## src/rtl/reg_hazard_scoreboard.sv

```systemverilog
// Decode-stage register hazard scoreboard: a pending-write counter per register drives the ID stall.
// Optional stall-cycle statistics counter enabled by defining SCOREBOARD_STATS_EN.
module reg_hazard_scoreboard #(
  parameter int ADDR_LEN  = 5,
  parameter int REG_COUNT = 32,
  parameter int CNT_W     = 2
) (
  input  logic                 clk,
  input  logic                 rst,
  input  logic                 id_valid,
  input  logic [ADDR_LEN-1:0]  src1,
  input  logic [ADDR_LEN-1:0]  src2,
  input  logic                 src1_used,
  input  logic                 src2_used,
  input  logic                 id_wen,
  input  logic [ADDR_LEN-1:0]  id_dest,
  input  logic                 wb_wen,
  input  logic [ADDR_LEN-1:0]  wb_dest,
  input  logic                 flush_wen,
  input  logic [ADDR_LEN-1:0]  flush_dest,
  output logic                 stall,
  output logic [REG_COUNT-1:0] busy_mask,
  output logic                 ovf_err,
  output logic                 unf_err
`ifdef SCOREBOARD_STATS_EN
  ,
  output logic [15:0]          stall_cycles
`endif
);

  localparam int SUM_W = CNT_W + 2;
  localparam logic [CNT_W-1:0]        CNT_MAX  = '1;
  localparam logic signed [SUM_W-1:0] SUM_MAX  = SUM_W'(2**CNT_W - 1);
  localparam logic signed [SUM_W-1:0] SUM_ZERO = '0;
  localparam logic signed [SUM_W-1:0] SUM_ONE  = SUM_W'(1);

  logic [REG_COUNT-1:0][CNT_W-1:0] pend_q, pend_d;
  logic ovf_q, ovf_d, unf_q, unf_d;
  logic [CNT_W-1:0] cnt_src1, cnt_src2, cnt_dest;
  logic issue;

  function automatic logic [CNT_W-1:0] sat_cnt(input logic signed [SUM_W-1:0] v);
    if (v > SUM_MAX)       return CNT_MAX;
    else if (v < SUM_ZERO) return '0;
    else                   return v[CNT_W-1:0];
  endfunction

  // Lookup sees the same-cycle writeback because the register file writes on negedge.
  always_comb begin
    cnt_src1 = '0;
    cnt_src2 = '0;
    cnt_dest = '0;
    for (int r = 0; r < REG_COUNT; r++) begin
      if (src1 == ADDR_LEN'(r))    cnt_src1 = pend_q[r];
      if (src2 == ADDR_LEN'(r))    cnt_src2 = pend_q[r];
      if (id_dest == ADDR_LEN'(r)) cnt_dest = pend_q[r];
    end
    if (wb_wen && wb_dest == src1 && cnt_src1 != '0) cnt_src1 = cnt_src1 - 1'b1;
    if (wb_wen && wb_dest == src2 && cnt_src2 != '0) cnt_src2 = cnt_src2 - 1'b1;
    stall = id_valid &&
            ((src1_used && src1 != '0 && cnt_src1 != '0) ||
             (src2_used && src2 != '0 && cnt_src2 != '0) ||
             (id_wen && id_dest != '0 && cnt_dest == CNT_MAX));
  end

  assign issue = id_valid && id_wen && !stall;

  always_comb begin
    logic signed [SUM_W-1:0] sum;
    pend_d = pend_q;
    ovf_d  = ovf_q;
    unf_d  = unf_q;
    busy_mask = '0;
    for (int r = 1; r < REG_COUNT; r++) begin
      sum = SUM_W'(pend_q[r]);
      if (issue && id_dest == ADDR_LEN'(r))        sum = sum + SUM_ONE;
      if (wb_wen && wb_dest == ADDR_LEN'(r))       sum = sum - SUM_ONE;
      if (flush_wen && flush_dest == ADDR_LEN'(r)) sum = sum - SUM_ONE;
      if (sum > SUM_MAX)  ovf_d = 1'b1;
      if (sum < SUM_ZERO) unf_d = 1'b1;
      pend_d[r] = sat_cnt(sum);
      busy_mask[r] = pend_q[r] != '0;
    end
    pend_d[0] = '0;
  end

  always_ff @(posedge clk) begin
    if (rst) begin
      pend_q <= '0;
      ovf_q  <= 1'b0;
      unf_q  <= 1'b0;
    end else begin
      pend_q <= pend_d;
      ovf_q  <= ovf_d;
      unf_q  <= unf_d;
    end
  end

  assign ovf_err = ovf_q;
  assign unf_err = unf_q;

`ifdef SCOREBOARD_STATS_EN
  logic [15:0] stall_cycles_q, stall_cycles_d;

  always_comb begin
    stall_cycles_d = stall_cycles_q;
    if (stall && stall_cycles_q != 16'hFFFF) stall_cycles_d = stall_cycles_q + 16'd1;
  end

  always_ff @(posedge clk) begin
    if (rst) stall_cycles_q <= '0;
    else     stall_cycles_q <= stall_cycles_d;
  end

  assign stall_cycles = stall_cycles_q;
`endif

endmodule
```

## config.mk

```make
export PLATFORM = sky130hd
export DESIGN_NAME = reg_hazard_scoreboard
export DESIGN_NICKNAME = d
export VERILOG_FILES = /design/src/rtl/reg_hazard_scoreboard.sv
export SDC_FILE = /design/constraint.sdc
export NUM_CORES = 1
export LEC_CHECK = 0
export CORE_MARGIN = 1
export CORE_UTILIZATION = 30
export DETAILED_ROUTE_END_ITERATION = 12
export PLACE_DENSITY = 0.47
export SLEW_MARGIN = 15
export SYNTH_ARGS = -nofsm -noshare
export SYNTH_HDL_FRONTEND = slang
export SYNTH_SLANG_ARGS = --single-unit
```

## constraint.sdc

```tcl
create_clock -name clk -period 17.25 [get_ports clk]
set_input_delay 2.5875 -clock clk [delete_from_list [all_inputs] [get_ports clk]]
set_output_delay 2.5875 -clock clk [all_outputs]
set_load 0.01 [all_outputs]
```

==> run summary <==
Core ar.: 44220 sq um
Reg2reg path depth: 27
IO Pins: 68
Worst clock skew: 0.01314 ns
Mapped Area: 13460 sq um
Top cell type's share of synthesized area: 11.71%
Yosys reg bits: 64
Clock sinks: 64
H-tree level count: 3
Placed Cells incl. Taps: 2460
Largest family of logic cells by synthesized area: simple AND/OR/NAND/NOR gates
P_leak: 5.263 nW
Crit Path Category: in -> out
Maximum number of pins on one net before global-route repair: 47
Nets: 2038
Slew headroom: 29.04%
DRC viols: 0
Net Count, Synth: 2024
Final setup TNS: 0 ns
MaxCap Viol Count: 0
Tot Pwr: 0.6737 mW
Worst-Margin Slew: 1.064 ns
Starting density of the core: 30.44%
CP Data Arrival Time: 8.08 ns
Initial antenna violation count: 2
Root Buffer: clkbuf_16
Critical Path RT: 14.66 ns
Peak supply drop: 0.00003461 V
Post-synthesis mux area share: 7.408%
Switching portion of total power: 44.50%
Non-filler cells, final: 2478
Synth Area in Compound Gates: 23.42%
Worst-Skew Late Latency: 0.39 ns
Sequential-to-total area share from yosys stat: 9.518%
Die area: 45720 sq um
CP max-delay cell: a211o_1
FF+latch area: 1281 sq um
Rows: 77
Die Ht: 213.8 microns
CTS Buffer Depth: 2
Layout cells sized above 1: 8.439%
Synth area leaders: ha_1, dfxtp_1, xnor2_1
Final Cycle Share: 61.81%
Syn_area_per_cell: 7.217 sq um
Logic gate share of total power: 43.4%
Flop pwr share: 26.8%
Asr flop ratio synth: 0%
Vias in the first global route: 13.47k
Buffers on Ports: 66
Critical Path Max Stage Delay: 0.86 ns
# hold bufs at CTS: 0
CP Capture Type: output port
Hold WC Path Type: reg -> reg
CTS clk-pin slew, worst paths: 0.06 ns
Dominant synthesized flop cell: dfxtp_1
Total Wirelength: 64550 microns
CTS buffer count: 9
RSZ-0062 raised after global routing: no
Final min period: 10.66 ns
Post-CTS setup buffer count: 0
XOR/XNOR Fraction of Synth Area: 11.34%
Crit start category: input port
Detailed Route Iter0 Violations: 1401
Yosys top cell by area: ha_1
Drt first pass iters: 7
CTS tree: done
Cts repair resizes: 0
Via count: 14.80k
Multi-input logic area: 11200 sq um
Syn Inst Count: 1865
Max Slew Vio Count: 0
Routability congestion estimate: 0.9911
Wire per inst: 26.05 microns
Vias per cell: 5.972
Worst reg2reg path startpoint: pend_q[17]$_SDFF_PP0_
Antenna Nets Post-Route: 0
Reg2Reg Setup Slack: 9.55 ns
GR Overflow Total: 0
Max FO, Critical Path: 46
Setup crit end: stall
Sw Pwr: 0.2998 mW
DPL Wire Length: 50420 microns
Critical Path, Cell by Cell: buf_2, inv_1, or4b_1, a22oi_1, nor4b_1, a32o_1, ha_1, nand4b_1, or2_2, a41oi_1, a311oi_4, buf_4, a211o_1, o21a_1, clkdlybuf4s50_1
Fillers: 4676
Post-synth top cells: nand2_1, nor2_1, inv_1
Netlist cell types: 108
Global-route wire length before repair: 92360 microns
Synth warn: 0
Crit path launch: src1[0]
Chip width: 213.8 microns
End of the worst register-to-register path: ovf_err$_SDFFE_PP0P_
Post-synth EDFFs: 0
GR Util All Layers: 28.13%
Status: complete, no violations
Pwr per Cell Area: 45.17 nW/um^2
Final number of hold-violating endpoints: 0
Internal power: 0.3739 mW
Highest clock rate: 0.09378 GHz
Area Growth Syn to Fin: 10.81%
Clock power frac: 29.7%
Simple-gate share of the synthesized area: 29.25%
Count leader, synth: nand2_1
Final setup viols: 0
Adder-cell share of the synthesized area: 11.71%
==> layout by cell type (no fill, tap or decap), drive strengths merged, types with 11 or more instances in the layout <==
| master | instances |
|---|---|
| a41oi | 12 |
| clkdlybuf4s50 | 63 |
| nor4 | 29 |
| nand2 | 214 |
| nor2 | 148 |
| dfxtp | 64 |
| buf | 36 |
| and3 | 12 |
| inv | 130 |
| a31oi | 21 |
| xor2 | 53 |
| nor2b | 26 |
| mux2i | 49 |
| o22ai | 15 |
| nand4 | 17 |
| mux2 | 39 |
| nor3 | 69 |
| nand3 | 65 |
| a21o | 11 |
| or4 | 11 |
| or2 | 21 |
| or3 | 31 |
| and2 | 12 |
| xnor2 | 110 |
| o21ai | 59 |
| a2111oi | 20 |
| a211oi | 38 |
| ha | 126 |
| a311oi | 11 |
| nand2b | 51 |
| a21oi | 98 |
==> routing by layer <==
metal	wire [microns]	global-route usage [%]	part of all wire, %
met2	27580	42.61	43
met5	11	0	0.017
met3	5335	4.701	8.3
met4	3659	16.08	5.7
met1	27970	37.55	43
==> cells by family after synthesis <==
| family | Yosys count |
|---|---|
| AOI/OAI and AO/OA | 427 |
| xor gates and xnor gates | 167 |
| adders and majority gates | 126 |
| buffers and inverters | 228 |
| DFF | 64 |
| muxes | 91 |
| other | 1 |
| and+or+nand+nor | 761 |
==> state kept, by name, summed over array words and instances (netlist names) <==
name	count
ovf_err	1
unf_err	1
pend_q	62
==> cell type report <==
| type | count | share of cell area (%) |
|---|---|---|
| clock inverters | 7 | 0.4865 |
| well taps | 592 | 4.966 |
| repair buffers | 99 | 5.989 |
| clock buffers | 9 | 1.510 |
| diodes | 2 | 0.03355 |
| inverters | 132 | 3.322 |
| flip-flops and latches | 64 | 8.590 |
| multi-input cells | 1573 | 75.10 |
==> critical path, delay by kind of cell <==
family	cells	cell delay, ns
buffers and inverters	4	2.02
adder cells (fa/ha/maj)	1	0.17
AND/OR/NAND/NOR	4	1.19
AO/OA/AOI/OAI	6	2.05
==> how the worst min path moves through the flow <==
stage / from / to / slack, ns / depth (start not counted)
2_1_floorplan: unf_err$_SDFFE_PP0P_ / unf_err$_SDFFE_PP0P_ / 0.70 / 3
3_3_place_gp: unf_err$_SDFFE_PP0P_ / unf_err$_SDFFE_PP0P_ / 0.79 / 3
3_5_place_dp: unf_err$_SDFFE_PP0P_ / unf_err$_SDFFE_PP0P_ / 0.76 / 3
4_1_cts: unf_err$_SDFFE_PP0P_ / unf_err$_SDFFE_PP0P_ / 0.81 / 3
5_1_grt: unf_err$_SDFFE_PP0P_ / unf_err$_SDFFE_PP0P_ / 0.87 / 3
6_report: unf_err$_SDFFE_PP0P_ / unf_err$_SDFFE_PP0P_ / 0.80 / 3
==> power by group through the flow <==
stage                     combinational [mW]  clock (mW)  sequential (mW)
after global placement                 0.284           0            0.183
after global routing                   0.315       0.209            0.180
after CTS                              0.287       0.206            0.179
final                                  0.293       0.200            0.181
after detailed placement               0.285           0            0.182
after floorplan                        0.189           0            0.167
==> metrics by stage <==
stage | hold WS [ns] | area, sq um | utilization [%] | setup slack [ns]
final | 0.7990 | 14920 | 33.73 | 6.587
after global routing | 0.8678 | 14910 | 33.72 | 6.290
after CTS | 0.8110 | 14910 | 33.72 | 6.684
after detailed placement | 0.7627 | 14610 | 33.04 | 6.694
after global placement | 0.7893 | 14610 | 33.04 | 6.771
after floorplan | 0.7015 | 13460 | - | 8.843
Note: power is estimated with default switching activity, not from simulation.
